[src/rtl/regfile_write_arbiter.sv]
// rtl/regfile_write_arbiter.sv - round-robin write-port arbiter for the integer register file
//
// Purpose: picks one of three writeback producers (ALU, load unit, FPU) per
// cycle by round-robin and registers the winning address/data/enable as the
// register file write port. Writes to x0 are granted but never strobed.
//
// Ports:
//   in_Clk            clock, rising edge
//   in_Rst            asynchronous active-high reset
//   in_hold           pipeline freeze, suppresses all grants
//   in_req[2:0]       request per source (0 ALU, 1 LSU, 2 FPU)
//   in_addr_*         destination register per source
//   in_data_*         writeback data per source
//   out_gnt[2:0]      one-hot combinational grant
//   out_writeAddr     registered write address
//   out_data          registered write data
//   out_write_En      registered write enable
//   out_prio[1:0]     current round-robin pointer
module regfile_write_arbiter #(
  parameter int DATA_WIDTH = 64,
  parameter int ADDR_WIDTH = 5
) (
  input  logic                  in_Clk,
  input  logic                  in_Rst,
  input  logic                  in_hold,
  input  logic [2:0]            in_req,
  input  logic [ADDR_WIDTH-1:0] in_addr_alu,
  input  logic [ADDR_WIDTH-1:0] in_addr_lsu,
  input  logic [ADDR_WIDTH-1:0] in_addr_fpu,
  input  logic [DATA_WIDTH-1:0] in_data_alu,
  input  logic [DATA_WIDTH-1:0] in_data_lsu,
  input  logic [DATA_WIDTH-1:0] in_data_fpu,
  output logic [2:0]            out_gnt,
  output logic [ADDR_WIDTH-1:0] out_writeAddr,
  output logic [DATA_WIDTH-1:0] out_data,
  output logic                  out_write_En,
  output logic [1:0]            out_prio
);

  logic [1:0]            prio_q, prio_d;
  logic                  wen_q, wen_d;
  logic [ADDR_WIDTH-1:0] waddr_q, waddr_d;
  logic [DATA_WIDTH-1:0] wdata_q, wdata_d;

  logic [1:0]            prio_eff;
  logic [1:0]            idx0, idx1, idx2;
  logic [1:0]            sel_idx;
  logic                  any_gnt;
  logic [2:0]            gnt;
  logic [ADDR_WIDTH-1:0] sel_addr;
  logic [DATA_WIDTH-1:0] sel_data;

  // Modulo-3 increment; an out-of-range pointer also wraps to 0.
  function automatic logic [1:0] rr_next(input logic [1:0] p);
    return (p >= 2'd2) ? 2'd0 : p + 2'd1;
  endfunction

  always_comb begin
    // Pointer value 3 is unreachable but must behave like 0.
    prio_eff = (prio_q == 2'd3) ? 2'd0 : prio_q;
    idx0     = prio_eff;
    idx1     = rr_next(idx0);
    idx2     = rr_next(idx1);

    any_gnt = 1'b0;
    sel_idx = 2'd0;
    // Reset masks grants so nothing is reported as transferred while
    // the output stage is being cleared.
    if (!in_Rst && !in_hold) begin
      if (in_req[idx0]) begin
        any_gnt = 1'b1;
        sel_idx = idx0;
      end else if (in_req[idx1]) begin
        any_gnt = 1'b1;
        sel_idx = idx1;
      end else if (in_req[idx2]) begin
        any_gnt = 1'b1;
        sel_idx = idx2;
      end
    end

    gnt = 3'b000;
    if (any_gnt) begin
      gnt[sel_idx] = 1'b1;
    end

    case (sel_idx)
      2'd1: begin
        sel_addr = in_addr_lsu;
        sel_data = in_data_lsu;
      end
      2'd2: begin
        sel_addr = in_addr_fpu;
        sel_data = in_data_fpu;
      end
      default: begin
        sel_addr = in_addr_alu;
        sel_data = in_data_alu;
      end
    endcase

    prio_d  = prio_q;
    wen_d   = 1'b0;
    waddr_d = waddr_q;
    wdata_d = wdata_q;
    if (any_gnt) begin
      prio_d  = rr_next(sel_idx);
      // x0 is hardwired zero: consume the request without a strobe.
      wen_d   = (sel_addr != '0);
      waddr_d = sel_addr;
      wdata_d = sel_data;
    end
  end

  always_ff @(posedge in_Clk or posedge in_Rst) begin
    if (in_Rst) begin
      prio_q  <= 2'd0;
      wen_q   <= 1'b0;
      waddr_q <= '0;
      wdata_q <= '0;
    end else begin
      prio_q  <= prio_d;
      wen_q   <= wen_d;
      waddr_q <= waddr_d;
      wdata_q <= wdata_d;
    end
  end

  assign out_gnt       = gnt;
  assign out_writeAddr = waddr_q;
  assign out_data      = wdata_q;
  assign out_write_En  = wen_q;
  assign out_prio      = prio_q;

endmodule

[config.mk]
export PLATFORM = sky130hd
export DESIGN_NAME = regfile_write_arbiter
export DESIGN_NICKNAME = d
export VERILOG_FILES = /design/src/rtl/regfile_write_arbiter.sv
export SDC_FILE = /design/constraint.sdc
export NUM_CORES = 1
export LEC_CHECK = 0
export CORE_MARGIN = 4
export CORE_UTILIZATION = 30
export CTS_BUF_LIST = sky130_fd_sc_hd__clkbuf_8
export DETAILED_ROUTE_END_ITERATION = 8
export PLACE_DENSITY = 0.69
export SLEW_MARGIN = 5
export SYNTH_ARGS = -nofsm -noshare
export SYNTH_HDL_FRONTEND = slang
export SYNTH_SLANG_ARGS = --single-unit
[constraint.sdc]
create_clock -name in_Clk -period 3 [get_ports in_Clk]
set_input_delay 0.6 -clock in_Clk [delete_from_list [all_inputs] [get_ports in_Clk]]
set_output_delay 0.6 -clock in_Clk [all_outputs]
set_load 0.005 [all_outputs]
==> metrics.txt, run 1 <==
Mean Syn Cell Area=9.81 µm²; Initial Util=0.311; Unique masters post-synth=30; Critical Path AT=3150 ps; Hold Crit Depth=1; register bit total from synthesis=72; Yosys top cell area share=0.431; Slowest-stage cell, CP=clkdlybuf4s50_1; first-pass GRT wire length=23500 µm; die area=15900 µm²; Post-Syn Area=4180 µm²; first drt pass iteration count=6; critical path class=in2reg; Syn Inst Count=426; critical path's top delay family=buffers and inverters; root buffer cell=clkbuf_8; Worst setup EP type=register; drc violations=0; Clock Pin Slew Worst Setup and Hold Paths=70 ps; routed vias=4378; largest net degree at the start of global routing=73; half-perimeter wire length after placement=12100 µm; ANT nets after route=0; ordered list of cells on the worst path=clkdlybuf4s50_1 > nor2b_4 > nor3_1 > a31oi_1 > nand4_1 > buf_4 > ha_4 > buf_4 > buf_4 > a22oi_1 > o21ai_0 > mux2_1; vias in the first global route=4725; Synth Area in XOR/XNOR=0; worst path required time=3220 ps; Final setup viols=0; Worst R2R Path Depth=12; hold_ws=486 ps; max_cap viols=0; number of synthesized flops with an enable pin=0; Placer Congestion=0.965; Post-Synth Simple-Gate Area=0.0811; setup_tns=0 ps; CP startpoint kind=primary input; Slew Limit Headroom=0.615; Port Buf Inserts=287; mux share of post-synthesis cell area=0.191; outcome=finished, final reports clean; Synth area leader=dfrtp_1; Power Internal=2.94 mW; Post-synth top cells=72 x dfrtp_1, 70 x mux2_1, 70 x nand2_1, 69 x a22oi_1, 68 x o21ai_0; Pwr Total=4.13 mW; Tmin final=2930 ps; DR iter-0 viols=123; WP depth=12; Post-synth top flop=dfrtp_1; Fillers=1227; CP Max Fanout=36; Comb pwr share=0.455; io pins=288; vias per std cell=4.89; crit-path max cell delay=500 ps; clock skew=8.90 ps; Final Core Density=0.569; Die Span X=126 µm; YS warnings=0; non-filler cells in the finished layout=896; PD cells=539 nW/µm²; clock share of power=0.185; sw frac=0.287; maximum root-to-sink buffer count=2; Max Freq=341 MHz; synth top area cells=dfrtp_1 43%, mux2_1 19%, a22oi_1 12%, o21ai_0 8.1%, nand2_1 6.3%; worst hold path class=reg2reg; Syn-to-layout area delta=83.2%; GRT Total Usage=0.183; syn_nets=646; Skew-Pair Late Insertion Delay=340 ps; post-synthesis compound-gate area fraction=0.223; CTS Hold Bufs=0; Ant. Diodes=0; Sw Pwr=1.18 mW; Hold Vio Cnt, Final=0; initial antenna violation count=0; Overflow after GRT=0; period utilization=0.978; placed cells=873; Async SR Flop Fraction=1.00; # clock sinks=72; Die Y=126 µm; leak pwr=3.07 nW; Seq/Total Area, Yosys=0.431; Rows=42; Worst Tran Pin Value=577 ps; VDD IR max=248 µV; largest family of logic cells by synthesized area=compound AO/OA/AOI/OAI gates; clock buffer count from CTS=9; Seq pwr share=0.360; core area=13500 µm²; # nets final=935; cell mode on critical path=buf_4; wire length per cell=16.8 µm; cell with the most instances after synthesis=dfrtp_1; layout cells sized above 1=0.0958; DRT Wirelength=15100 µm; post-synthesis adder-cell area fraction=0.0237; H-tree depth=3; Slew Viols, Final=0; CTS tree=yes; Buf/Inv on CP=4
-- area by class of cell --
type / count / area [µm²] / share of cell area
multi-input combinational: 309 / 2270 / 0.296
timing repair buffer: 318 / 3150 / 0.411
clock inverter: 5 / 47.5 / 0.00621
sequential: 72 / 1800 / 0.235
tap: 176 / 220 / 0.0288
clock buffer: 11 / 151 / 0.0198
inverter: 5 / 18.8 / 0.00245
-- state kept, by name, summed over array words and instances (netlist names) --
register and flops:
out_write_En 1, out_prio 2, out_data 64, out_writeAddr 5
-- worst register-to-register path, stage by stage (launching register included) --
cell	delay, ps
dfrtp_2	440
ha_4	310
nor2b_4	130
nor3_1	50
a31oi_1	230
nand4_1	200
buf_4	200
ha_4	160
buf_4	130
buf_4	250
a22oi_1	230
o21ai_0	150
mux2_1	320
-- kinds of logic (layout without fill, tap and decap cells) --
| group | after synthesis | count (layout) |
|---|---|---|
| AO/OA/AOI/OAI | 146 | 146 |
| buffers and inverters | 45 | 339 |
| flip-flops | 72 | 72 |
| AND/OR/NAND/NOR | 84 | 84 |
| multiplexers | 71 | 71 |
| adder cells (fa/ha/maj) | 8 | 8 |
-- metrics by stage --
step	area [µm²]	setup slack [ps]
after CTS	7610	4.49
after global routing	7660	-2.65
after detailed placement	7330	-206
after floorplan	4180	11.6
after global placement	7330	-148
final	7660	66.3
-- path summary, 6_finish.rpt --
check / startpoint / to / slack, ps
worst max-delay path: in_req[0] / out_data[57]$_DFFE_PP0P_ / 70
max in group asynchronous: in_Rst / out_data[6]$_DFFE_PP0P_ / 1880
min in group asynchronous: in_Rst / out_data[61]$_DFFE_PP0P_ / 810
worst min register to register: out_data[50]$_DFFE_PP0P_ / out_data[50]$_DFFE_PP0P_ / 490
worst max register to register: out_prio[1]$_DFFE_PP0P_ / out_data[57]$_DFFE_PP0P_ / 90
worst min-delay path: out_data[50]$_DFFE_PP0P_ / out_data[50]$_DFFE_PP0P_ / 490
-- power by group through the flow --
stage	logic, mW	registers (mW)	clock network [mW]
after floorplan	0.559	1.52	0
after global placement	1.82	1.49	0
after detailed placement	1.85	1.51	0
after CTS	1.89	1.49	0.795
after global routing	2.03	1.53	0.842
final	1.88	1.49	0.764
-- placed cells by master, fill, tap and decap left out, types with 2 or more instances in the layout --
master / netlist / layout
a21oi_1: 2 / 2
a22oi_1: 69 / 63
a22oi_2: 0 / 6
and2_1: 3 / 2
buf_12: 0 / 4
buf_4: 2 / 26
clkbuf_8: 0 / 11
clkdlybuf4s50_1: 0 / 284
clkinv_2: 0 / 2
dfrtp_1: 72 / 71
ha_1: 7 / 2
ha_2: 0 / 2
ha_4: 0 / 3
inv_1: 5 / 5
inv_2: 0 / 2
mux2_1: 70 / 70
nand2_1: 70 / 70
nor2_1: 5 / 4
o21ai_0: 68 / 65
o21ai_1: 0 / 2
-- per-layer routing --
| metal | up-vias | share of wire | global-route usage |
|---|---|---|---|
| li1 | 2128 | - | - |
| met4 | 0 | 0.035 | 0.0719 |
| met3 | 34 | 0.10 | 0.0737 |
| met1 | 1989 | 0.37 | 0.192 |
| met2 | 227 | 0.50 | 0.326 |
| met5 | - | 0 | 0 |
-- what timing repair did --
| item | 4_1_cts | 5_1_grt |
|---|---|---|
| pin swaps | 6 | 3 |
| gates resized for setup | 12 | 18 |
| setup buffers | 7 | 0 |
| endpoints found under the setup margin | 3 | 26 |
(Power assumes the default switching activity.)
==> run 2: changes to the inputs <==
--- a/config.mk
+++ b/config.mk
@@ -5,10 +5,11 @@
 export SDC_FILE = /design/constraint.sdc
 export NUM_CORES = 1
 export LEC_CHECK = 0
-export CORE_MARGIN = 4
+export CAP_MARGIN = 20
 export CORE_UTILIZATION = 30
 export CTS_BUF_LIST = sky130_fd_sc_hd__clkbuf_8
 export DETAILED_ROUTE_END_ITERATION = 8
+export HOLD_SLACK_MARGIN = 0.05
 export PLACE_DENSITY = 0.69
 export SLEW_MARGIN = 5
 export SYNTH_ARGS = -nofsm -noshare
==> run 2 against run 1 <==
Fmax increased by 1.8%. Global-route usage up 1.4 points. Clock skew about the same. Core utilization is 0.37 points lower. Setup slack gained 51 ps. First-iteration DRC count increased by 2.4%. Cell count down 0.78%. Clock power is 2.7% lower. Wire length shrank 6.0%. Final area shrank 1.0%. Combinational power shrank 3%. Sequential cell count unchanged. Critical endpoint is now out_write_En$_DFF_PP0_. Largest cell class unchanged. Highest routed layer unchanged.
==> metrics.txt, run 2 (synthesis results as in run 1) <==
Critical Path AT=3100 ps (was 3150 ps); largest net degree at the start of global routing=55 (was 73); Ant. Diodes=0 (unchanged); PD cells=537 nW/µm² (was 539 nW/µm²); first drt pass iteration count=4 (was 6); non-filler cells in the finished layout=889 (was 896); Worst Tran Pin Value=535 ps (was 577 ps); Sw Pwr=1.16 mW (was 1.18 mW); reg-to-reg startpoint=out_prio[0]$_DFFE_PP0P_ (was out_prio[1]$_DFFE_PP0P_); VDD IR max=265 µV (was 248 µV); Multi-input gate area=2240 µm² (was 2270 µm²); layout cells sized above 1=0.0785 (was 0.0958); DR iter-0 viols=126 (was 123); sw frac=0.286 (was 0.287); commonest non-fill, non-tap cell in the layout=clkdlybuf4s50_1 (unchanged); hold_ws=486 ps (about the same); max FFs per register=64 (unchanged); Skew-Pair Late Insertion Delay=340 ps (about the same); # clock sinks=72 (unchanged); Seq pwr share=0.367 (was 0.360); # nets final=929 (was 935); period utilization=0.961 (was 0.978); CP startpoint kind=register (was primary input); worst path required time=3220 ps (about the same); maximum root-to-sink buffer count=2 (unchanged); clock share of power=0.183 (was 0.185); clock buffer count from CTS=9 (unchanged); Overflow after GRT=0 (unchanged); placed cells=868 (was 873); outcome=finished, final reports clean (unchanged); CTS Hold Bufs=0 (unchanged); H-tree depth=3 (unchanged); CP startpoint=out_prio[0]$_DFFE_PP0P_ (was in_req[0]); Die Span X=120 µm (was 126 µm); setup_tns=0 ps (unchanged); Comb pwr share=0.450 (was 0.455); Port Buf Inserts=287 (unchanged); Fillers=1167 (was 1227); die area=14400 µm² (was 15900 µm²); Max Freq=347 MHz (was 341 MHz); Slew Limit Headroom=0.643 (was 0.615); leak pwr=3.04 nW (was 3.07 nW); core area=13400 µm² (was 13500 µm²); critical path class=reg2reg (was in2reg); Slew Viols, Final=0 (unchanged); wire length per cell=15.9 µm (was 16.8 µm); Syn-to-layout area delta=81.3% (was 83.2%); CP Max Fanout=42 (was 36); Initial Util=0.312 (was 0.311); setup slack at placement=-180 ps (was -206 ps); vias in the first global route=4582 (was 4725); clock skew=8.55 ps (was 8.90 ps); hold_sp=out_data[60]$_DFFE_PP0P_ (was out_data[50]$_DFFE_PP0P_); initial antenna violation count=0 (unchanged); Placer Congestion=0.788 (was 0.965); Setup WS post-layout=117 ps (was 66.3 ps); drc violations=0 (unchanged); Clock Pin Slew Worst Setup and Hold Paths=80 ps (was 70 ps); RSZ-0062 raised after global routing=true; Hold Vio Cnt, Final=0 (unchanged); Reg area=1800 µm² (unchanged); CTS tree=yes (unchanged); worst hold path class=reg2reg (unchanged); GRT Total Usage=0.197 (was 0.183); Power Internal=2.90 mW (was 2.94 mW); max_cap viols=0 (unchanged); Final setup viols=0 (unchanged); half-perimeter wire length after placement=10900 µm (was 12100 µm); ANT nets after route=0 (unchanged); io pins=288 (unchanged); Tmin final=2880 ps (was 2930 ps); routed vias=4339 (was 4378); Rows=42 (unchanged); Die Y=120 µm (was 126 µm); root buffer cell=clkbuf_8 (unchanged); most frequent cells in the layout=283 x clkdlybuf4s50_1, 71 x dfrtp_1, 70 x nand2_1, 70 x mux2_1, 69 x a22oi_1 (was 284 x clkdlybuf4s50_1, 71 x dfrtp_1, 70 x nand2_1, 70 x mux2_1, 65 x o21ai_0); Final Core Density=0.565 (was 0.569); Worst setup EP type=register (unchanged); first-pass GRT wire length=22200 µm (was 23500 µm); vias per std cell=4.88 (was 4.89); DRT Wirelength=14200 µm (was 15100 µm)
## run 2: power groups by stage
stage          logic, mW  clock network (mW)  registers, mW
2_1_floorplan      0.559                   0           1.52
3_3_place_gp        1.77                   0           1.50
3_5_place_dp        1.79                   0           1.52
4_1_cts             1.83               0.774           1.50
5_1_grt             1.98               0.830           1.54
6_report            1.83               0.743           1.49
## run 2: cell type report
| type | instances | area share |
|---|---|---|
| clock buffers | 10 | 0.0182 |
| flip-flops and latches | 72 | 0.238 |
| clock inverters | 5 | 0.00644 |
| multi-input cells | 309 | 0.295 |
| repair buffers | 312 | 0.411 |
| inverters | 5 | 0.00248 |
| well taps | 176 | 0.0291 |
## run 2: through the flow
| step | total power, mW | cell area (µm²) |
|---|---|---|
| after floorplan | 2.08 | 4180 |
| after global placement | 3.27 | 7300 |
| after detailed placement | 3.31 | 7300 |
| after CTS | 4.10 | 7530 |
| after global routing | 4.35 | 7580 |
| final | 4.07 | 7580 |
## run 2: critical path, cell delays in order, from the launching register on
cell      delay (ps)
dfrtp_1          380
inv_1            110
ha_4             230
buf_4            130
a21o_1           160
nand2_1           60
o2111a_2         230
inv_1             90
ha_2             200
buf_6            220
buf_12           200
a22oi_1          160
o21ai_0          130
nor4_1           340
a21boi_1         110
## run 2: routing by layer
layer  GRT usage  share of wire  vias up
met3      0.0646           0.10       20
met1       0.203           0.38     2007
met4      0.0719          0.019        0
met2       0.366           0.51      198
li1            -              -     2114
met5           0              0        -
## run 2: path summary, 6_finish.rpt
kind	endpoint	cells after the start	slack [ps]
max	out_write_En$_DFF_PP0_	14	120
min	out_data[60]$_DFFE_PP0P_	1	490
max reg2reg	out_write_En$_DFF_PP0_	14	120
min reg2reg	out_data[60]$_DFFE_PP0P_	1	490
max in group asynchronous	out_data[15]$_DFFE_PP0P_	4	1780
min in group asynchronous	out_prio[0]$_DFFE_PP0P_	3	610
## run 2: what timing repair did
item                                    in CTS  in global routing
resized for setup                           11                 14
endpoints found under the setup margin       3                  7
buffers inserted                             4                  2
pin swaps                                    5                  6
==> run 3: changes to the inputs <==
--- a/config.mk
+++ b/config.mk
@@ -5,12 +5,15 @@
 export SDC_FILE = /design/constraint.sdc
 export NUM_CORES = 1
 export LEC_CHECK = 0
+export ABC_AREA = 0
 export CAP_MARGIN = 20
-export CORE_UTILIZATION = 30
+export CELL_PAD_IN_SITES_DETAIL_PLACEMENT = 0
+export CELL_PAD_IN_SITES_GLOBAL_PLACEMENT = 1
+export CORE_UTILIZATION = 23
 export CTS_BUF_LIST = sky130_fd_sc_hd__clkbuf_8
 export DETAILED_ROUTE_END_ITERATION = 8
 export HOLD_SLACK_MARGIN = 0.05
-export PLACE_DENSITY = 0.69
+export PLACE_DENSITY = 0.75
 export SLEW_MARGIN = 5
 export SYNTH_ARGS = -nofsm -noshare
 export SYNTH_HDL_FRONTEND = slang
==> run 3 against run 2 <==
Power fell by 1.8%. Setup slack worse by 9.8 ps. Combinational power barely moved. Register-to-register slack better by 80 ps. Final area grew 0.59%. Critical path depth shrank 5. Highest routed layer unchanged. Clock power fell by 9.8%.
==> metrics.txt, run 3 (synthesis results as in run 1) <==
Die Span X=137 µm (was 120 µm); max FFs per register=64 (unchanged); drc violations=0 (unchanged); io pins=288 (unchanged); Syn-to-layout area delta=82.4% (was 81.3%); Skew-Pair Late Insertion Delay=350 ps (was 340 ps); max_cap viols=0 (unchanged); Slew Viols, Final=0 (unchanged); leak pwr=3.05 nW (was 3.04 nW); first-pass GRT wire length=21400 µm (was 22200 µm); vias in the first global route=4397 (was 4582); PD cells=524 nW/µm² (was 537 nW/µm²); Initial Util=0.238 (was 0.312); Sw Pwr=1.15 mW (was 1.16 mW); Worst setup EP type=output pin (was register); CTS Hold Bufs=0 (unchanged); DR iter-0 viols=123 (was 126); Fillers=1636 (was 1167); DRT Wirelength=14200 µm (about the same); critical path class=in2out (was reg2reg); Multi-input gate area=2220 µm² (was 2240 µm²); commonest non-fill, non-tap cell in the layout=clkdlybuf4s50_1 (unchanged); largest net degree at the start of global routing=73 (was 55); initial antenna violation count=0 (unchanged); Power Internal=2.84 mW (was 2.90 mW); Comb pwr share=0.461 (was 0.450); clock buffer count from CTS=9 (unchanged); setup_tns=0 ps (unchanged); CP startpoint kind=primary input (was register); layout cells sized above 1=0.0740 (was 0.0785); CP Max Fanout=3 (was 42); root buffer cell=clkbuf_8 (unchanged); worst hold path class=reg2reg (unchanged); ordered list of cells on the worst path=clkdlybuf4s50_1 > nor2b_4 > nor3_1 > a31oi_1 > nand4_1 > buf_4 > ha_4 > and2_1 > buf_2 (was inv_1 > ha_4 > buf_4 > a21o_1 > nand2_1 > o2111a_2 > inv_1 > ha_2 > buf_6 > buf_12 > a22oi_1 > o21ai_0 > nor4_1 > a21boi_1); placed cells=918 (was 868); VDD IR max=195 µV (was 265 µV); Overflow after GRT=0 (unchanged); # nets final=932 (was 929); wire length per cell=15.1 µm (was 15.9 µm); Tmin final=2890 ps (was 2880 ps); Port Buf Inserts=287 (unchanged); outcome=finished, final reports clean (unchanged); Worst R2R Path Depth=12 (was 14); RSZ-0062 raised after global routing=true (unchanged); Critical Path AT=2290 ps (was 3100 ps); Seq pwr share=0.371 (was 0.367); Slew Limit Headroom=0.531 (was 0.643); reg-to-reg startpoint=out_prio[1]$_DFFE_PP0P_ (was out_prio[0]$_DFFE_PP0P_); first drt pass iteration count=4 (unchanged); crit-path max cell delay=490 ps (was 380 ps); half-perimeter wire length after placement=11000 µm (was 10900 µm); Hold Vio Cnt, Final=0 (unchanged); ANT nets after route=0 (unchanged); routed vias=4291 (was 4339); clock share of power=0.168 (was 0.183); CP startpoint=in_req[0] (was out_prio[0]$_DFFE_PP0P_); Slowest-stage cell, CP=clkdlybuf4s50_1 (was dfrtp_1); Clock Pin Slew Worst Setup and Hold Paths=70 ps (was 80 ps); sw frac=0.289 (was 0.286); Critical Path Sink=out_gnt[1] (was out_write_En$_DFF_PP0_); Max Freq=346 MHz (was 347 MHz); period utilization=0.964 (was 0.961); core area=17500 µm² (was 13400 µm²); GRT Total Usage=0.150 (was 0.197); vias per std cell=4.56 (was 4.88); Final setup viols=0 (unchanged); Rows=48 (was 42); most frequent cells in the layout=284 x clkdlybuf4s50_1, 71 x dfrtp_1, 70 x nand2_1, 70 x mux2_1 (was 283 x clkdlybuf4s50_1, 71 x dfrtp_1, 70 x nand2_1, 70 x mux2_1, 69 x a22oi_1); Placer Congestion=0.760 (was 0.788); # clock sinks=72 (unchanged); CTS tree=yes (unchanged); worst r2r dst=out_data[48]$_DFFE_PP0P_ (was out_write_En$_DFF_PP0_); clock skew=3.91 ps (was 8.55 ps); reg2reg setup slack=200 ps (was 120 ps); maximum root-to-sink buffer count=2 (unchanged); die area=18700 µm² (was 14400 µm²); Worst Tran Pin Value=704 ps (was 535 ps); worst path required time=2400 ps (was 3220 ps); Ant. Diodes=0 (unchanged); non-filler cells in the finished layout=941 (was 889); Die Y=137 µm (was 120 µm); Reg area=1800 µm² (unchanged); H-tree depth=3 (unchanged)
## run 3: how the worst min path moves through the flow
stage	startpoint	cells after the start	endpoint	slack [ps]
after floorplan	out_data[0]$_DFFE_PP0P_	1	out_data[0]$_DFFE_PP0P_	480
after global placement	out_data[46]$_DFFE_PP0P_	1	out_data[46]$_DFFE_PP0P_	470
after detailed placement	out_data[26]$_DFFE_PP0P_	1	out_data[26]$_DFFE_PP0P_	470
after CTS	out_data[26]$_DFFE_PP0P_	1	out_data[26]$_DFFE_PP0P_	490
after global routing	out_data[2]$_DFFE_PP0P_	1	out_data[2]$_DFFE_PP0P_	500
final	out_data[59]$_DFFE_PP0P_	1	out_data[59]$_DFFE_PP0P_	480
## run 3: layout make-up
cell class | count | area share
Timing Repair Buffer | 315 | 0.411
Multi-Input combinational cell | 309 | 0.291
Inverter | 5 | 0.00246
Clock inverter | 4 | 0.00197
Clock buffer | 11 | 0.0199
Tap cell | 225 | 0.0369
Sequential cell | 72 | 0.237
## run 3: timing repair
item	CTS	global route
cloned	0	0
resized for setup	12	6
buffers inserted	6	2
endpoints found under the setup margin	3	6
pin swaps	6	3
## run 3: critical path: cells and delay by family
kind | cells | cell delay [ps]
AOI/OAI and AO/OA | 1 | 220
adders and majority gates | 1 | 160
buffers and inverters | 3 | 810
and+or+nand+nor | 4 | 490
## run 3: per-stage QoR
| stage | setup WS, ps | utilization | hold WS [ps] | power, mW | area, µm² |
|---|---|---|---|---|---|
| 6_report | 108 | 0.435 | 484 | 3.99 | 7620 |
| 5_1_grt | -24.8 | 0.435 | 501 | 4.29 | 7620 |
| 2_1_floorplan | 11.6 | - | 483 | 2.08 | 4180 |
| 4_1_cts | 0.322 | 0.433 | 490 | 4.06 | 7600 |
| 3_5_place_dp | -229 | 0.420 | 474 | 3.32 | 7360 |
| 3_3_place_gp | -196 | 0.420 | 467 | 3.28 | 7360 |
## run 3: routing by layer
metal  wire length, µm  track usage
met1              5340        0.152
met2              7180        0.281
met3              1420       0.0507
met4               238       0.0604
met5                 0            0
## run 3: power by group through the flow
stage	combinational (mW)	sequential [mW]	clock (mW)
4_1_cts	1.86	1.49	0.717
5_1_grt	2.00	1.53	0.757
6_report	1.84	1.48	0.670
3_3_place_gp	1.80	1.49	0
2_1_floorplan	0.559	1.52	0
3_5_place_dp	1.82	1.50	0
==> edit 1, RTL diff (settings of run 3) <==
Set the parameter `DATA_WIDTH` to 68 (it was 64).
--- a/src/rtl/regfile_write_arbiter.sv
+++ b/src/rtl/regfile_write_arbiter.sv
@@ -19,3 +19,3 @@
 module regfile_write_arbiter #(
-  parameter int DATA_WIDTH = 64,
+  parameter int DATA_WIDTH = 68,
   parameter int ADDR_WIDTH = 5
Ports: changed (resized in_data_alu, in_data_fpu, in_data_lsu and out_data); port bits go from 288 to 304. The function was not compared with the original's and may differ.
==> edit 1 against run 3 <==
Sequential power increased by 7%; clock skew is 0.00089 ns higher; sequential share of layout area decreased by 0.15 points; count of clock-buffer cells in the layout decreased by 2; worst setup slack worse by 0.013 ns; final area rose by 6.2%; total power is 10% higher; area after synthesis grew 4.6%; sequential cell count increased by 4; routed wire length rose by 15%.
==> edit 1: results (changes against run 3) <==
| Metric | Value |
|---|---|
| Post-synth top cells | dfrtp_1, nand2_1, a22oi_1, o21ai_0, mux2_2 |
| Worst Hold Launch | out_data[16] |
| Sequential share of the synthesized area | 43.5% (+0.40 points) |
| Synthesized net count | 679 (+5.1%) |
| Pin count of the biggest net entering global routing | 77 (+5.5%) |
| Clock skew | 0.00481 ns (+0.000893 ns) |
| RR Endpoint | out_write_En |
| CP Launch Point | in_req[1] |
| Pleak | 3.18 nW (+4.5%) |
| Fillers | 1765 (+7.9%) |
| Hpwl dp | 12.5 mm (+14%) |
| Vias in the first global route | 4631 (+5.3%) |
| Iteration-0 DRC Markers | 228 (+85%) |
| IO Port Bufs | 303 (+5.6%) |
| Max FFs per register | 68 (+6.3%) |
| FF-to-FF setup slack | 0.28 ns (+0.08 ns) |
| First-pass GRT wire length | 25.2 mm (+18%) |
| Status | complete, no violations |
| Yosys cell types | 31 (+3.3%) |
| Final WL | 16.3 mm (+15%) |
| Peak VDD IR | 0.231 mV (+18%) |
| Relative slew slack | 63.1% (+10 points) |
| Hold path endpoint | out_data[16] |
| Final nets | 979 (+5.0%) |
| TritonCTS Buffers | 9 (unchanged) |
| Final Wtd Congestion | 0.870 (+14%) |
[edit 1: how the worst max path moves through the flow]
| stage | end | slack [ns] | depth (start not counted) |
|---|---|---|---|
| floorplan | out_gnt[2] | 0.21 | 10 |
| global placement | out_gnt[2] | -0.23 | 6 |
| detailed placement | out_gnt[2] | -0.25 | 6 |
| CTS | out_gnt[1] | -0.1 | 6 |
| global route | out_gnt[0] | 0.01 | 9 |
| finish | out_gnt[2] | 0.09 | 7 |
[edit 1: layer usage]
| metal | track usage (%) | up-vias | share of wire [%] |
|---|---|---|---|
| met1 | 19.2 | 2162 | 40 |
| met4 | 5.96 | 0 | 1.8 |
| met3 | 4.23 | 15 | 7.7 |
| met2 | 29.8 | 179 | 50 |
| li1 | - | 2225 | - |
| met5 | 0 | - | 0 |
[edit 1: through the flow]
step | std cells | setup slack (ns) | area, sq um | hold slack [ns]
finish | 986 | 0.0949 | 8090 | 0.495
global route | 986 | 0.0146 | 8090 | 0.521
CTS | 983 | -0.0964 | 8040 | 0.496
detailed placement | 963 | -0.252 | 7770 | 0.475
global placement | 963 | -0.226 | 7770 | 0.471
floorplan | 447 | 0.209 | 4370 | 0.483
[edit 1: timing repair]
action                                  CTS  global route
gates resized for setup                  13            10
pin swaps                                 6             4
endpoints found under the setup margin    3             4
setup buffers                             4             3
[edit 1: cell families (layout without fill, tap and decap cells)]
family / Yosys count / in the layout / share of synthesized area (%)
buf+inv: 46 / 351 / 4.38
flops: 76 / 76 / 43.5
compound gates: 154 / 154 / 22.4
mux: 75 / 75 / 19.3
fa+ha+maj: 8 / 8 / 2.26
simple gates: 88 / 88 / 8.10
[edit 1: worst max-delay path, cell delays in order]
cell and delay [ns]:
clkdlybuf4s50_1 0.49, nor2_1 0.06, maj3_2 0.34, a211oi_4 0.30, buf_6 0.16, and2_1 0.14, clkdlybuf4s15_1 0.22
[edit 1: area by class of cell]
type	count	area [sq um]	area share, %
timing repair buffer	330	3320	41.1
multi-input combinational	325	2360	29.2
sequential	76	1900	23.5
tap	234	293	3.62
clock buffer	9	124	1.53
clock inverter	7	67.6	0.835
inverter	5	20.0	0.247
[edit 1: power breakdown]
part	internal (mW)	switching, mW	leakage [nW]
Combinational	1.35	0.712	2.18
Sequential	1.39	0.185	0.913
Clock	0.379	0.390	0.0910
Total	3.12	1.29	3.18
==> edit 2, RTL diff (flow settings as in run 3) <==
Made on the original files. Take the reset off `wdata_q` and load it in a clocked block of its own.
--- a/src/rtl/regfile_write_arbiter.sv
+++ b/src/rtl/regfile_write_arbiter.sv
@@ -119,3 +119,2 @@
       waddr_q <= '0;
-      wdata_q <= '0;
     end else begin
@@ -124,4 +123,7 @@
       waddr_q <= waddr_d;
-      wdata_q <= wdata_d;
     end
+  end
+
+  always_ff @(posedge in_Clk) begin
+    wdata_q <= wdata_d;
   end
Formal check against the unedited RTL: differs if in_Rst is asserted again (counterexample within 4 cycles, from zero or initial values and one cycle with in_Rst high); with in_Rst held inactive, the same outputs for 10 cycles.
==> edit 2 against run 3 <==
Routed wire length fell by 0.18%; sequential share of layout area rose by 5.3 points; critical path depth did not move; area after synthesis fell by 9.2%; final area fell by 3.7%; clock skew rose by 0.0068 ns; worst setup slack improved by 0.0068 ns; largest cell class unchanged; fmax rose by 0.24%; total power fell by 1.7%; sequential cell count did not move; clock power rose by 16%.
==> edit 2: results (changes against run 3) <==
| Metric | Value |
|---|---|
| Status | complete, no violations |
| EDFF count, synth | 64 (+64) |
| Vias in the first global route | 3862 (-12%) |
| Fillers | 1530 (-6.5%) |
| CP max-delay cell | dfrtp_2 |
| Mean Syn Cell Area | 10.5 sq um (+7.2%) |
| First-pass GRT wire length | 20.1 mm (-6.3%) |
| Synthesized net count | 581 (-10%) |
| Top FF cell, synth | edfxtp_1 |
| Sequential share of the synthesized area | 55.9% (+13 points) |
| Pin count of the biggest net entering global routing | 70 (-4.1%) |
| Final WL | 14.1 mm (-0.18%) |
| Finished Layout Cells | 872 (-7.3%) |
| Iteration-0 DRC Markers | 208 (+69%) |
| RR Endpoint | out_write_En |
| Reg power frac | 35.7% (-1.4 points) |
| Share of cells above drive strength 1 | 10.4% (+3.0 points) |
| Hpwl dp | 10.7 mm (-2.8%) |
| Critical Path Fanout Max | 5 (+2) |
| Slew @ Worst Pin | 0.685 ns (-0.0185 ns) |
| GRT Util Overall | 15.9% (+0.84 points) |
| CP Launch Point | out_prio[1] |
| Worst Hold Launch | out_writeAddr[4] |
| Clock-net power | 0.775 mW (+16%) |
| Routed wl met2 | 7.24 mm (+0.86%) |
| Metal1 wirelength | 5.18 mm (-3.1%) |
| Dpl cells | 849 (-7.5%) |
| Setup slack after placement | -0.462 ns (-0.233 ns) |
| Async set-reset flop share out of synthesis | 11.1% (-89 points) |
| CP max stage delay | 0.45 ns (-0.04 ns) |
| FF-to-FF setup slack | 0.12 ns (-0.08 ns) |
| Met1 Track Usage GR | 16.1% (+0.97 points) |
| Met3 Use GR | 4.89% (-0.19 points) |
| Met2 Resource Use GR | 29.5% (+1.4 points) |
| Met3 wire len | 1.36 mm (-4.4%) |
| Switching Share | 31.6% (+2.7 points) |
## edit 2: what timing repair did
action	CTS	global route
buffers inserted	5	2
cloned	0	0
hold buffers	0	0
endpoints found under the hold margin	0	0
pin swaps	6	10
gates resized for setup	17	25
endpoints found under the setup margin	12	56
## edit 2: cells by family after synthesis
family,synth area share (%)
compound gates,24.9
simple gates,8.77
flops,55.9
buf+inv,4.55
mux,3.23
fa+ha+maj,2.60
## edit 2: worst min-delay path by stage
stage | endpoint | slack, ns | depth (start not counted)
after global placement | out_writeAddr[2] | 0.50 | 1
after CTS | out_writeAddr[4] | 0.53 | 2
after floorplan | out_prio[0] | 0.42 | 1
after detailed placement | out_writeAddr[1] | 0.51 | 1
after global routing | out_writeAddr[0] | 0.56 | 1
final | out_writeAddr[4] | 0.53 | 2
## edit 2: cell type report
type / instances / area [sq um] / share of cell area (%)
repair buffers: 314 / 3120 / 42.5
flip-flops and latches: 72 / 2120 / 28.9
multi-input cells: 248 / 1600 / 21.9
well taps: 216 / 270 / 3.68
clock buffers: 9 / 124 / 1.69
clock inverters: 7 / 71.3 / 0.972
inverters: 6 / 22.5 / 0.307
## edit 2: stage by stage
| step | cell area [sq um] | power, mW |
|---|---|---|
| after detailed placement | 6990 | 3.04 |
| after global routing | 7340 | 4.19 |
| after CTS | 7250 | 3.91 |
| final | 7340 | 3.93 |
| after global placement | 6990 | 3.00 |
| after floorplan | 3800 | 2.13 |
## edit 2: worst reg2reg max path, delay by kind of cell, from the launching register on
family / cells / cell delay (ns)
adders and majority gates: 2 / 0.45
AOI/OAI and AO/OA: 5 / 0.71
DFF: 1 / 0.45
buffers and inverters: 4 / 0.70
and+or+nand+nor: 2 / 0.46
